## config.mk

```make
export PLATFORM = sky130hd
export DESIGN_NAME = median_rr_arbiter
export DESIGN_NICKNAME = d
export VERILOG_FILES = /design/src/rtl/median_rr_arbiter.sv
export SDC_FILE = /design/constraint.sdc
export NUM_CORES = 1
export LEC_CHECK = 0
export CAP_MARGIN = 20
export CORE_MARGIN = 2
export CORE_UTILIZATION = 30
export DETAILED_ROUTE_END_ITERATION = 8
export PLACE_DENSITY = 0.53
export SETUP_SLACK_MARGIN = 0.15
export SYNTH_ARGS = -nofsm -noshare
export SYNTH_HDL_FRONTEND = slang
export SYNTH_SLANG_ARGS = --single-unit
```

## constraint.sdc

```tcl
create_clock -name CLK -period 1.42 [get_ports CLK]
set_input_delay 0.213 -clock CLK [delete_from_list [all_inputs] [get_ports CLK]]
set_output_delay 0.213 -clock CLK [all_outputs]
set_load 0.01 [all_outputs]
```

## src/rtl/median_rr_arbiter.sv

```systemverilog
// median_rr_arbiter: round-robin sharing of one 3x3 median engine across NREQ pixel requesters
module median_rr_arbiter #(
    parameter int  WIDTH = 8,
    parameter int  NREQ  = 2,
    parameter int  TMO   = 64,
    localparam int IW    = $clog2(NREQ)
) (
    input  logic                  CLK,
    input  logic                  nRST,
    input  logic [NREQ-1:0]       req,
    input  logic [NREQ*WIDTH-1:0] req_di,
    output logic [NREQ-1:0]       gnt,
    output logic [WIDTH-1:0]      med_di,
    output logic                  med_dsi,
    input  logic [WIDTH-1:0]      med_do,
    input  logic                  med_dso,
    output logic [WIDTH-1:0]      res_do,
    output logic                  res_vld,
    output logic [IW-1:0]         res_id,
    output logic                  busy,
    output logic                  err
);
    typedef enum logic [1:0] {S_IDLE, S_LOAD, S_WAIT} state_t;
    state_t            state_q, state_d;
    logic [IW-1:0]     ptr_q, ptr_d, idx_q, idx_d, pick_idx, nxt_ptr;
    logic [3:0]        cnt_q, cnt_d;
    logic [7:0]        wd_q, wd_d;
    logic [NREQ-1:0]   gnt_q, gnt_d;
    logic [WIDTH-1:0]  med_di_q, med_di_d, res_do_q, res_do_d;
    logic [IW-1:0]     res_id_q, res_id_d;
    logic              med_dsi_q, med_dsi_d, res_vld_q, res_vld_d, busy_q, busy_d, err_q, err_d;
    logic              pick_vld;
    logic              abort;
    assign nxt_ptr = (idx_q == IW'(NREQ - 1)) ? '0 : idx_q + IW'(1);
    assign abort   = (wd_q == 8'(TMO - 1));
    assign gnt     = gnt_q;
    assign med_di  = med_di_q;
    assign med_dsi = med_dsi_q;
    assign res_do  = res_do_q;
    assign res_vld = res_vld_q;
    assign res_id  = res_id_q;
    assign busy    = busy_q;
    assign err     = err_q;
    // first asserted request at or above the pointer, wrapping around
    always_comb begin
        int c;
        pick_vld = 1'b0;
        pick_idx = ptr_q;
        for (int j = 0; j < NREQ; j++) begin
            c = int'(ptr_q) + j;
            c = (c >= NREQ) ? c - NREQ : c;
            if (!pick_vld && req[c[IW-1:0]]) begin
                pick_vld = 1'b1;
                pick_idx = c[IW-1:0];
            end
        end
    end
    // state and every registered output, cleared asynchronously
    always_ff @(posedge CLK or negedge nRST) begin
        if (!nRST) begin
            state_q   <= S_IDLE;
            ptr_q     <= '0;
            idx_q     <= '0;
            cnt_q     <= '0;
            wd_q      <= '0;
            gnt_q     <= '0;
            med_di_q  <= '0;
            med_dsi_q <= 1'b0;
            res_do_q  <= '0;
            res_vld_q <= 1'b0;
            res_id_q  <= '0;
            busy_q    <= 1'b0;
            err_q     <= 1'b0;
        end else begin
            state_q   <= state_d;
            ptr_q     <= ptr_d;
            idx_q     <= idx_d;
            cnt_q     <= cnt_d;
            wd_q      <= wd_d;
            gnt_q     <= gnt_d;
            med_di_q  <= med_di_d;
            med_dsi_q <= med_dsi_d;
            res_do_q  <= res_do_d;
            res_vld_q <= res_vld_d;
            res_id_q  <= res_id_d;
            busy_q    <= busy_d;
            err_q     <= err_d;
        end
    end
    // window sequencing: grant, 9-pixel burst, wait for the engine or the watchdog
    always_comb begin
        state_d = state_q;
        case (state_q)
            S_IDLE:  state_d = pick_vld ? S_LOAD : S_IDLE;
            S_LOAD:  state_d = (cnt_q == 4'd8) ? S_WAIT : S_LOAD;
            S_WAIT:  state_d = (med_dso || abort) ? S_IDLE : S_WAIT;
            default: state_d = S_IDLE;
        endcase
    end
    // datapath and output values for the next cycle
    always_comb begin
        idx_d     = idx_q;
        ptr_d     = ptr_q;
        cnt_d     = cnt_q;
        wd_d      = wd_q;
        gnt_d     = gnt_q;
        med_di_d  = med_di_q;
        med_dsi_d = (state_q == S_LOAD);
        res_do_d  = res_do_q;
        res_id_d  = res_id_q;
        res_vld_d = 1'b0;
        err_d     = 1'b0;
        busy_d    = (state_d != S_IDLE);
        case (state_q)
            S_IDLE: begin
                if (pick_vld) begin
                    idx_d = pick_idx;
                    gnt_d = NREQ'(1) << pick_idx;
                    cnt_d = '0;
                end
            end
            S_LOAD: begin
                med_di_d = req_di[int'(idx_q)*WIDTH +: WIDTH];
                cnt_d    = cnt_q + 4'd1;
                gnt_d    = (cnt_q == 4'd8) ? '0 : gnt_q;
                wd_d     = '0;
            end
            S_WAIT: begin
                if (med_dso) begin
                    res_do_d  = med_do;
                    res_id_d  = idx_q;
                    res_vld_d = 1'b1;
                    ptr_d     = nxt_ptr;
                end else if (abort) begin
                    err_d = 1'b1;
                    ptr_d = nxt_ptr;
                end else begin
                    wd_d = wd_q + 8'd1;
                end
            end
            default: ;
        endcase
    end
endmodule

```

After elaboration in Yosys (flattened, before gate mapping)
Index checks and enable logic that the tools add are counted.
W data, S select, Z words.
{"block": "classes", "magnitude_cmp": 4, "addsub": 6, "n_reduce_logical": 14, "mux": 30, "shift": 2, "eq_ne": 8}
{"operator": "$mux W1", "n": 19}
{"operator": "$mux W8", "n": 2}
{"operator": "$pmux W8 S2", "n": 1}
{"operator": "$shiftx A16 B5 Y8", "n": 1}
{"operator": "$add A8 B1 Y8 const B", "n": 1}
{"operator": "$eq A8 B6 Y1 const B", "n": 1}
{"operator": "$mux W2", "n": 4}
{"operator": "$pmux W4 S2", "n": 1}
{"operator": "$reduce_and A2 Y1", "n": 4}
{"operator": "$reduce_bool A2 Y1", "n": 4}
{"operator": "$ne A2 B2 Y1 const B", "n": 3}
{"operator": "$pmux W2 S3", "n": 1}
{"operator": "$reduce_and A3 Y1", "n": 2}
{"operator": "$add A4 B1 Y4 const B", "n": 1}
{"operator": "$eq A4 B4 Y1 const B", "n": 1}
{"operator": "$lt A1 B2 Y1 const B", "n": 2}
{"operator": "$mux W4", "n": 1}
{"operator": "$pmux W2 S2", "n": 1}
{"operator": "$add A1 B1 Y2 const B", "n": 1}
{"operator": "$eq A2 B1 Y1 const B", "n": 1}
{"operator": "$eq A2 B2 Y1 const B", "n": 1}
{"operator": "$ge A1 B2 Y1 const B", "n": 1}
{"operator": "$ge A2 B2 Y1 const B", "n": 1}
{"operator": "$logic_not A2 Y1", "n": 1}
{"operator": "7 further kinds", "n": 8}
{"block": "totals", "out_inout_bits": 23, "inputBits": 29, "elab_cells": 77, "ff_bits": 39}

Logic depth before layout (Yosys ltp)
Gate-level depths: netlist of run 1.
{"block": "logic_depth", "depth_word": 11, "mapped_depth": 6, "ltp_nobuf": 6}

Worst setup path after synthesis of run 1
OpenSTA, ideal clock, no wires.
{"block": "synth_timing", "path_type": "register -> register", "startpoint": "reg wd_q[0]", "endpoint": "reg wd_q[3]", "stages_incl_launch_ff": 7, "setup_slack_ps": -10, "arrival_ps": 1308, "setup_ps": 121, "path_buffers": 1, "synth_period_minus_slack_ps": 1430, "cell_sequence": "dfrtp_1 > ha_1 > nand2_1 > o41ai_2 > buf_4 > o21ai_1 > o22a_1"}
{"block": "synth_via", "elab_chain_len": 4}
{"item": "from (decl)", "line_no": "27", "rtl": "logic [7:0] wd_q, wd_d;"}
{"item": "from (signal assigned)", "line_no": "79", "rtl": "wd_q <= wd_d;"}
{"item": "$add A8 B1 Y8", "line_no": "138", "rtl": "wd_d = wd_q + 8'd1;"}
{"item": "$mux W8", "line_no": "134", "rtl": "end else if (abort) begin"}
{"item": "$mux W8", "line_no": "129", "rtl": "if (med_dso) begin"}
{"item": "$pmux W8 S2", "line_no": "114", "rtl": "case (state_q)"}
Parallel ways exist; a longest one is shown, timed or not. The select of a mux whose other input is x is not followed.
A chain may end at the register's enable or synchronous reset.

Worst setup path in the final report of run 1
{"block": "layout_timing", "startpoint": "reg state_q[1]", "endpoint": "reg wd_q[5]"}
{"block": "layout_via", "elab_chain_len": 3}
{"item": "from (decl)", "line_no": "24", "rtl": "state_t state_q, state_d;"}
{"item": "from (signal assigned)", "line_no": "75", "rtl": "state_q <= state_d;"}
{"item": "$eq A2 B2 Y1 or $eq A2 B1 Y1 (tied branches)", "line_no": "114"}
{"item": "$ne A2 B2 Y1 (no source line) or $reduce_bool A2 Y1 (tied branches)"}
{"item": "$reduce_and A3 Y1 (no source line)"}
Parallel ways exist; a longest one is shown, timed or not.

==> results.py, run 1 <==
metrics = {
    "run_status": {
        "outcome": "finished, violations left",
        "violations": "negative setup slack",
    },
    "routing": {
        "dr.pass1.iters": 3,
        "viasPerCell": 4.69,
        "wirelength_mm": 4.43,
        "num_vias": 1505,
        "drt-initial-drc-count": 87,
        "drcViolationCount": 0,
        "wire_per_inst_um": 13.8,
        "ant_nets": 0,
    },
    "sta": {
        "rsz0062_at_grt": "true",
        "fin_setup_tns_ns": -0.319,
        "finClkSkew_ns": 0.00379,
        "fin_crit_sh_pct": 105,
        "hold_viol": 0,
        "setup_violations": 7,
        "worst_pin_slew_ns": 0.451,
        "max_freq_ghz": 0.673,
        "drv_slew": 0,
        "holdWs_ns": 0.399,
        "max_slew_margin_pct": 69.9,
        "fin_crit_ns": 1.49,
        "worst_slack_ns": -0.0660,
    },
    "critical_path": {
        "cpPeakStageDelay_ns": 0.42,
        "cp.required_ns": 1.62,
        "cp_cell_sequence": "nor3b_4, o41ai_4, buf_4, nor3b_2, mux2i_1",
        "crit_path_max_fanout": 4,
        "crit_type": "register to register",
        "worstPathArrival_ns": 1.69,
        "start_kind": "register",
        "end_kind": "register",
        "slowest_stage": "dfrtp_2",
    },
    "synthesis": {
        "syn_area_um2": 1740,
        "yosys_warnings": 0,
        "ys_seq_elements": 39,
        "syn_area_per_cell_um2": 11.2,
        "syn_inst": 156,
        "synthArstFlopShare_pct": 100,
        "syn_nets": 188,
        "ys_seq_area_share_pct": 56.0,
        "yosys_most_used_dff": "dfrtp_1",
        "ys_types": 37,
        "synth-edff-count": 0,
    },
    "finish": {
        "area_growth_syn_to_layout_pct": 65.3,
        "final_common_cell": "dfrtp_1",
        "final_area_um2": 2880,
        "drive_above_1_share_pct": 32.1,
        "final_cell_mix": "dfrtp_1, buf_4, clkdlybuf4s50_1",
        "diodes": 0,
        "final_nets": 280,
        "fin_cells": 321,
        "n_fill_cell": 521,
    },
    "cts": {
        "path_clk_slew_ns": 0.07,
        "cts_max_level": 2,
        "cts_tree": "yes",
        "numCtsBuffers": 5,
        "clkSinkCount": 39,
        "clock_latency_ns": 0.28,
        "clockBufferDepth": 2,
        "cts_root_buf": "clkbuf_8",
    },
    "power": {
        "p_leak_nw": 1.35,
        "vdd_drop_max_mv": 0.615,
        "seq_power_share_pct": 39.8,
        "clkPwrFrac_pct": 15.4,
        "p_comb_share_pct": 44.8,
        "internal_power_mw": 2.95,
        "netSwitchingPower_mw": 1.51,
        "powerDensity_nw_per_um2": 1550,
        "total_power_mw": 4.46,
        "swShare_pct": 33.9,
    },
    "placed_design": {
        "placed_area_um2": 2520,
        "hpwl_mm": 3.08,
        "dpl.cell_count": 297,
        "routabilityCongestion": 0.870,
        "port_buffers": 51,
    },
    "floorplan": {
        "dieArea_um2": 6440,
        "core-area_um2": 5570,
        "initial_core_util_pct": 31.3,
        "die_x_um": 80.2,
        "pin_count": 52,
        "fp.dieH_um": 80.2,
        "placementRows": 27,
    },
    "worst_hold_path": {
        "hp-class": "input pin to asynchronous set/reset pin",
    },
    "global_route": {
        "grt_pass1_vias": 1537,
        "grt_overflow": 0,
        "grtUsageTotal_pct": 14.5,
        "grt_pass1_wl_mm": 7.18,
        "grt_antenna_before_repair": 0,
        "grt_max_degree": 24,
    },
    "run": {
        "max_cap_viol_count": 0,
    },
}
==> worst paths after layout <==
| kind | cells after the start | endpoint | startpoint | slack (ns) |
|---|---|---|---|---|
| min reg2reg | 1 | cnt_q[3] | cnt_q[3] | 0.50 |
| max | 5 | wd_q[5] | state_q[1] | -0.07 |
| max reg2reg | 5 | wd_q[5] | state_q[1] | -0.07 |
| min | 2 | err | nRST | 0.40 |
| min in group CLK | 1 | cnt_q[3] | cnt_q[3] | 0.50 |
| max in group asynchronous | 3 | med_di[4] | nRST | 0.56 |
==> kinds of logic (layout without fill, tap and decap cells) <==
logic type / count (synthesis) / after routing / synth area share [%]
flip-flops: 39 / 39 / 56.0
XOR/XNOR: 1 / 1 / 0.503
adder cells (fa/ha/maj): 3 / 3 / 2.15
AND/OR/NAND/NOR: 47 / 48 / 14.3
buffers and inverters: 14 / 106 / 3.30
AO/OA/AOI/OAI: 32 / 32 / 11.6
multiplexers: 20 / 20 / 12.2
==> per-layer routing <==
layer	GRT usage [%]	part of all wire (%)	vias to the layer above
met2	23.9	52	31
met5	0	0	-
li1	-	-	739
met1	18.3	43	731
met3	4.04	4.0	4
met4	4.92	0.88	0
==> worst max-delay path: cells and delay by family (launching register included) <==
family | cells | cell delay (ns)
and+or+nand+nor | 2 | 0.47
DFF | 1 | 0.42
muxes | 1 | 0.20
buffers and inverters | 1 | 0.17
AOI/OAI and AO/OA | 1 | 0.14
==> state kept, by name, indices dropped and copies added, names as in the netlist <==
name / count
busy: 1
cnt_q: 4
err: 1
gnt: 2
idx_q: 1
med_di: 8
med_dsi: 1
ptr_q: 1
res_do: 8
res_id: 1
res_vld: 1
state_q: 2
wd_q: 8
==> layout make-up <==
class                      instances  area [um^2]  area share, %
clock buffer                       7         76.3           2.65
clock inverter                     1         5.00          0.174
inverter                          10         37.5           1.30
multi-input combinational        104          891           30.9
sequential                        39          977           33.9
tap                               72         90.1           3.13
timing repair buffer              88          805           27.9
==> stage by stage <==
stage / util [%] / worst slack [ns]
after floorplan: - / 0.00575
after global placement: 45.2 / -0.163
after detailed placement: 45.2 / -0.280
after CTS: 49.7 / -0.0642
after global routing: 51.7 / -0.161
final: 51.7 / -0.0660
==> synthesized netlist by cell type (2+ instances only) <==
cell type | instances | share of area (%)
o31ai_1 | 2 | 0.86
nor2_1 | 11 | 2.4
mux2_1 | 10 | 6.5
o22ai_1 | 2 | 0.72
a21oi_1 | 10 | 2.9
a22o_1 | 2 | 1.0
o21ai_0 | 2 | 0.57
o21ai_1 | 8 | 2.3
and2_1 | 3 | 1.1
nand3_1 | 6 | 1.7
nor2b_1 | 2 | 0.72
nand2_1 | 12 | 2.6
ha_1 | 3 | 2.2
dfrtp_1 | 39 | 56
mux2i_1 | 10 | 5.7
inv_1 | 9 | 1.9
nor4_1 | 3 | 1.1
and3_1 | 2 | 0.72
nor3b_2 | 2 | 1.4
==> power groups by stage <==
stage | Clock (mW) | Combinational (mW) | Sequential (mW)
after floorplan | 0 | 0.798 | 1.85
after global placement | 0 | 1.83 | 1.77
after detailed placement | 0 | 1.85 | 1.80
after CTS | 0.728 | 1.84 | 1.78
after global routing | 0.786 | 2.22 | 1.83
final | 0.688 | 2.00 | 1.77
==> what timing repair did <==
item                                   4_1_cts  5_1_grt
setup endpoints to repair                   54       34
endpoints found under the hold margin       16        0
resized for setup                           49       16
cloned                                       1        0
pin swaps                                    9        6
buffers inserted                             8        6
hold buffers                                 1        0
No activity file was read; power rests on OpenSTA's default activity.
==> run 2, diff against run 1 <==
CORE_MARGIN = not set   (was 2)
CTS_BUF_LIST = sky130_fd_sc_hd__clkbuf_8   (was not set)
==> results.py, run 2 (same netlist as run 1, synthesis figures left out) <==
metrics = {
    "sta": {
        "drv_slew": 0,
        "worst_slack_ns": -0.115,
        "fin_crit_ns": 1.54,
        "fin_crit_sh_pct": 108,
        "hold_viol": 0,
        "setup_violations": 9,
        "rsz0062_at_grt": "true",
        "max_freq_ghz": 0.651,
        "worst_pin_slew_ns": 0.481,
        "finClkSkew_ns": 0.00650,
        "max_slew_margin_pct": 67.9,
    },
    "finish": {
        "diodes": 0,
        "area_growth_syn_to_layout_pct": 77.5,
        "final_cell_mix": "dfrtp_1, buf_4, clkdlybuf4s50_1",
        "seq_area_um2": 978,
        "final_area_um2": 3090,
        "multi_input_area_um2": 917,
        "n_fill_cell": 487,
        "drive_above_1_share_pct": 39.5,
        "final_common_cell": "dfrtp_1",
        "final_core_util_pct": 55.8,
        "final_nets": 292,
    },
    "critical_path": {
        "crit_type": "register to register",
        "rr_worst_depth": 5,
        "crit_path_max_fanout": 6,
        "rr_startpoint": "wd_q[0]",
        "start_kind": "register",
        "end_kind": "register",
        "worstPathArrival_ns": 1.71,
        "rrSetupSlack_ns": -0.12,
        "r2r_end": "wd_q[3]",
        "cp.required_ns": 1.60,
    },
    "global_route": {
        "grt_antenna_before_repair": 0,
        "grt_overflow": 0,
        "grt_pass1_wl_mm": 7.49,
        "grtUsageTotal_pct": 15.6,
        "grt_max_degree": 24,
        "grt_pass1_vias": 1595,
    },
    "power": {
        "powerDensity_nw_per_um2": 1610,
        "p_leak_nw": 1.47,
        "vdd_drop_max_mv": 0.997,
    },
    "routing": {
        "ant_nets": 0,
        "drt-initial-drc-count": 88,
        "num_vias": 1560,
        "drcViolationCount": 0,
        "wirelength_mm": 4.70,
        "dr.pass1.iters": 4,
        "wire_per_inst_um": 14.1,
        "viasPerCell": 4.68,
    },
    "floorplan": {
        "die_x_um": 78.2,
        "core-area_um2": 5540,
        "initial_core_util_pct": 31.5,
        "pin_count": 52,
        "placementRows": 27,
        "dieArea_um2": 6120,
        "fp.dieH_um": 78.2,
    },
    "cts": {
        "path_clk_slew_ns": 0.07,
        "cts_root_buf": "clkbuf_8",
        "clkSinkCount": 39,
        "clock_latency_ns": 0.29,
        "numCtsBuffers": 5,
        "clockBufferDepth": 2,
        "cts_tree": "yes",
        "cts_max_level": 2,
    },
    "worst_hold_path": {
        "hp-class": "input pin to asynchronous set/reset pin",
    },
    "placed_design": {
        "placed_area_um2": 2560,
        "port_buffers": 51,
        "routabilityCongestion": 0.784,
        "hpwl_mm": 3.14,
        "post-place-ws_ns": -0.235,
    },
    "run": {
        "max_cap_viol_count": 0,
    },
    "run_status": {
        "outcome": "finished, violations left",
        "violations": "negative setup slack",
    },
}
run 2: per-stage QoR:
stage / power (mW) / hold slack, ns / cells / TNS, ns
2_1_floorplan: 2.65 / -0.0826 / 156 / 0
3_3_place_gp: 3.64 / 0.167 / 302 / -1.41
3_5_place_dp: 3.71 / 0.178 / 302 / -2.07
4_1_cts: 4.56 / 0.409 / 321 / -0.252
5_1_grt: 5.32 / 0.425 / 333 / -1.59
6_report: 4.97 / 0.394 / 333 / -0.429
run 2: worst max path at each step:
stage / from / to / slack (ns) / depth (start not counted)
6_report: wd_q[0] / wd_q[3] / -0.12 / 5
2_1_floorplan: wd_q[0] / wd_q[3] / 0.006 / 6
5_1_grt: wd_q[0] / wd_q[3] / -0.19 / 5
3_5_place_dp: wd_q[0] / wd_q[3] / -0.24 / 5
3_3_place_gp: wd_q[0] / wd_q[3] / -0.16 / 5
4_1_cts: wd_q[0] / wd_q[3] / -0.1 / 5
run 2: repair_timing:
action / CTS / global route
hold buffers: 1 / 0
setup endpoints to repair: 59 / 37
cloned: 0 / 2
buffers inserted: 10 / 10
gates resized for setup: 60 / 34
pin swaps: 13 / 4
hold endpoints to repair: 16 / 0
run 2: area by class of cell:
cell class / count / area share, %
inverters: 10 / 1.78
multi-input cells: 103 / 29.7
well taps: 72 / 2.91
clock inverters: 3 / 0.405
clock buffers: 5 / 2.22
repair buffers: 101 / 31.4
flip-flops and latches: 39 / 31.6
run 2: metal layers:
layer / wire length (um) / share of wire (%) / track usage [%] / vias up
li1: - / - / - / 762
met2: 2430 / 52 / 27.4 / 33
met5: 0 / 0 / 0 / -
met4: 67 / 1.4 / 6.30 / 0
met3: 159 / 3.4 / 3.14 / 6
met1: 2040 / 43 / 18.6 / 759
run 2: power by group:
group          switching (mW)  internal (mW)  leakage [nW]
registers               0.311           1.50         0.482
logic                    1.04           1.42         0.936
clock network           0.368          0.330        0.0505
total                    1.72           3.25          1.47
run 2: worst max-delay path, cell delays in order, from the launching register on:
cell	delay, ns
dfrtp_1	0.36
ha_2	0.21
nand2_4	0.08
o41ai_4	0.35
and2b_1	0.24
o22a_1	0.19
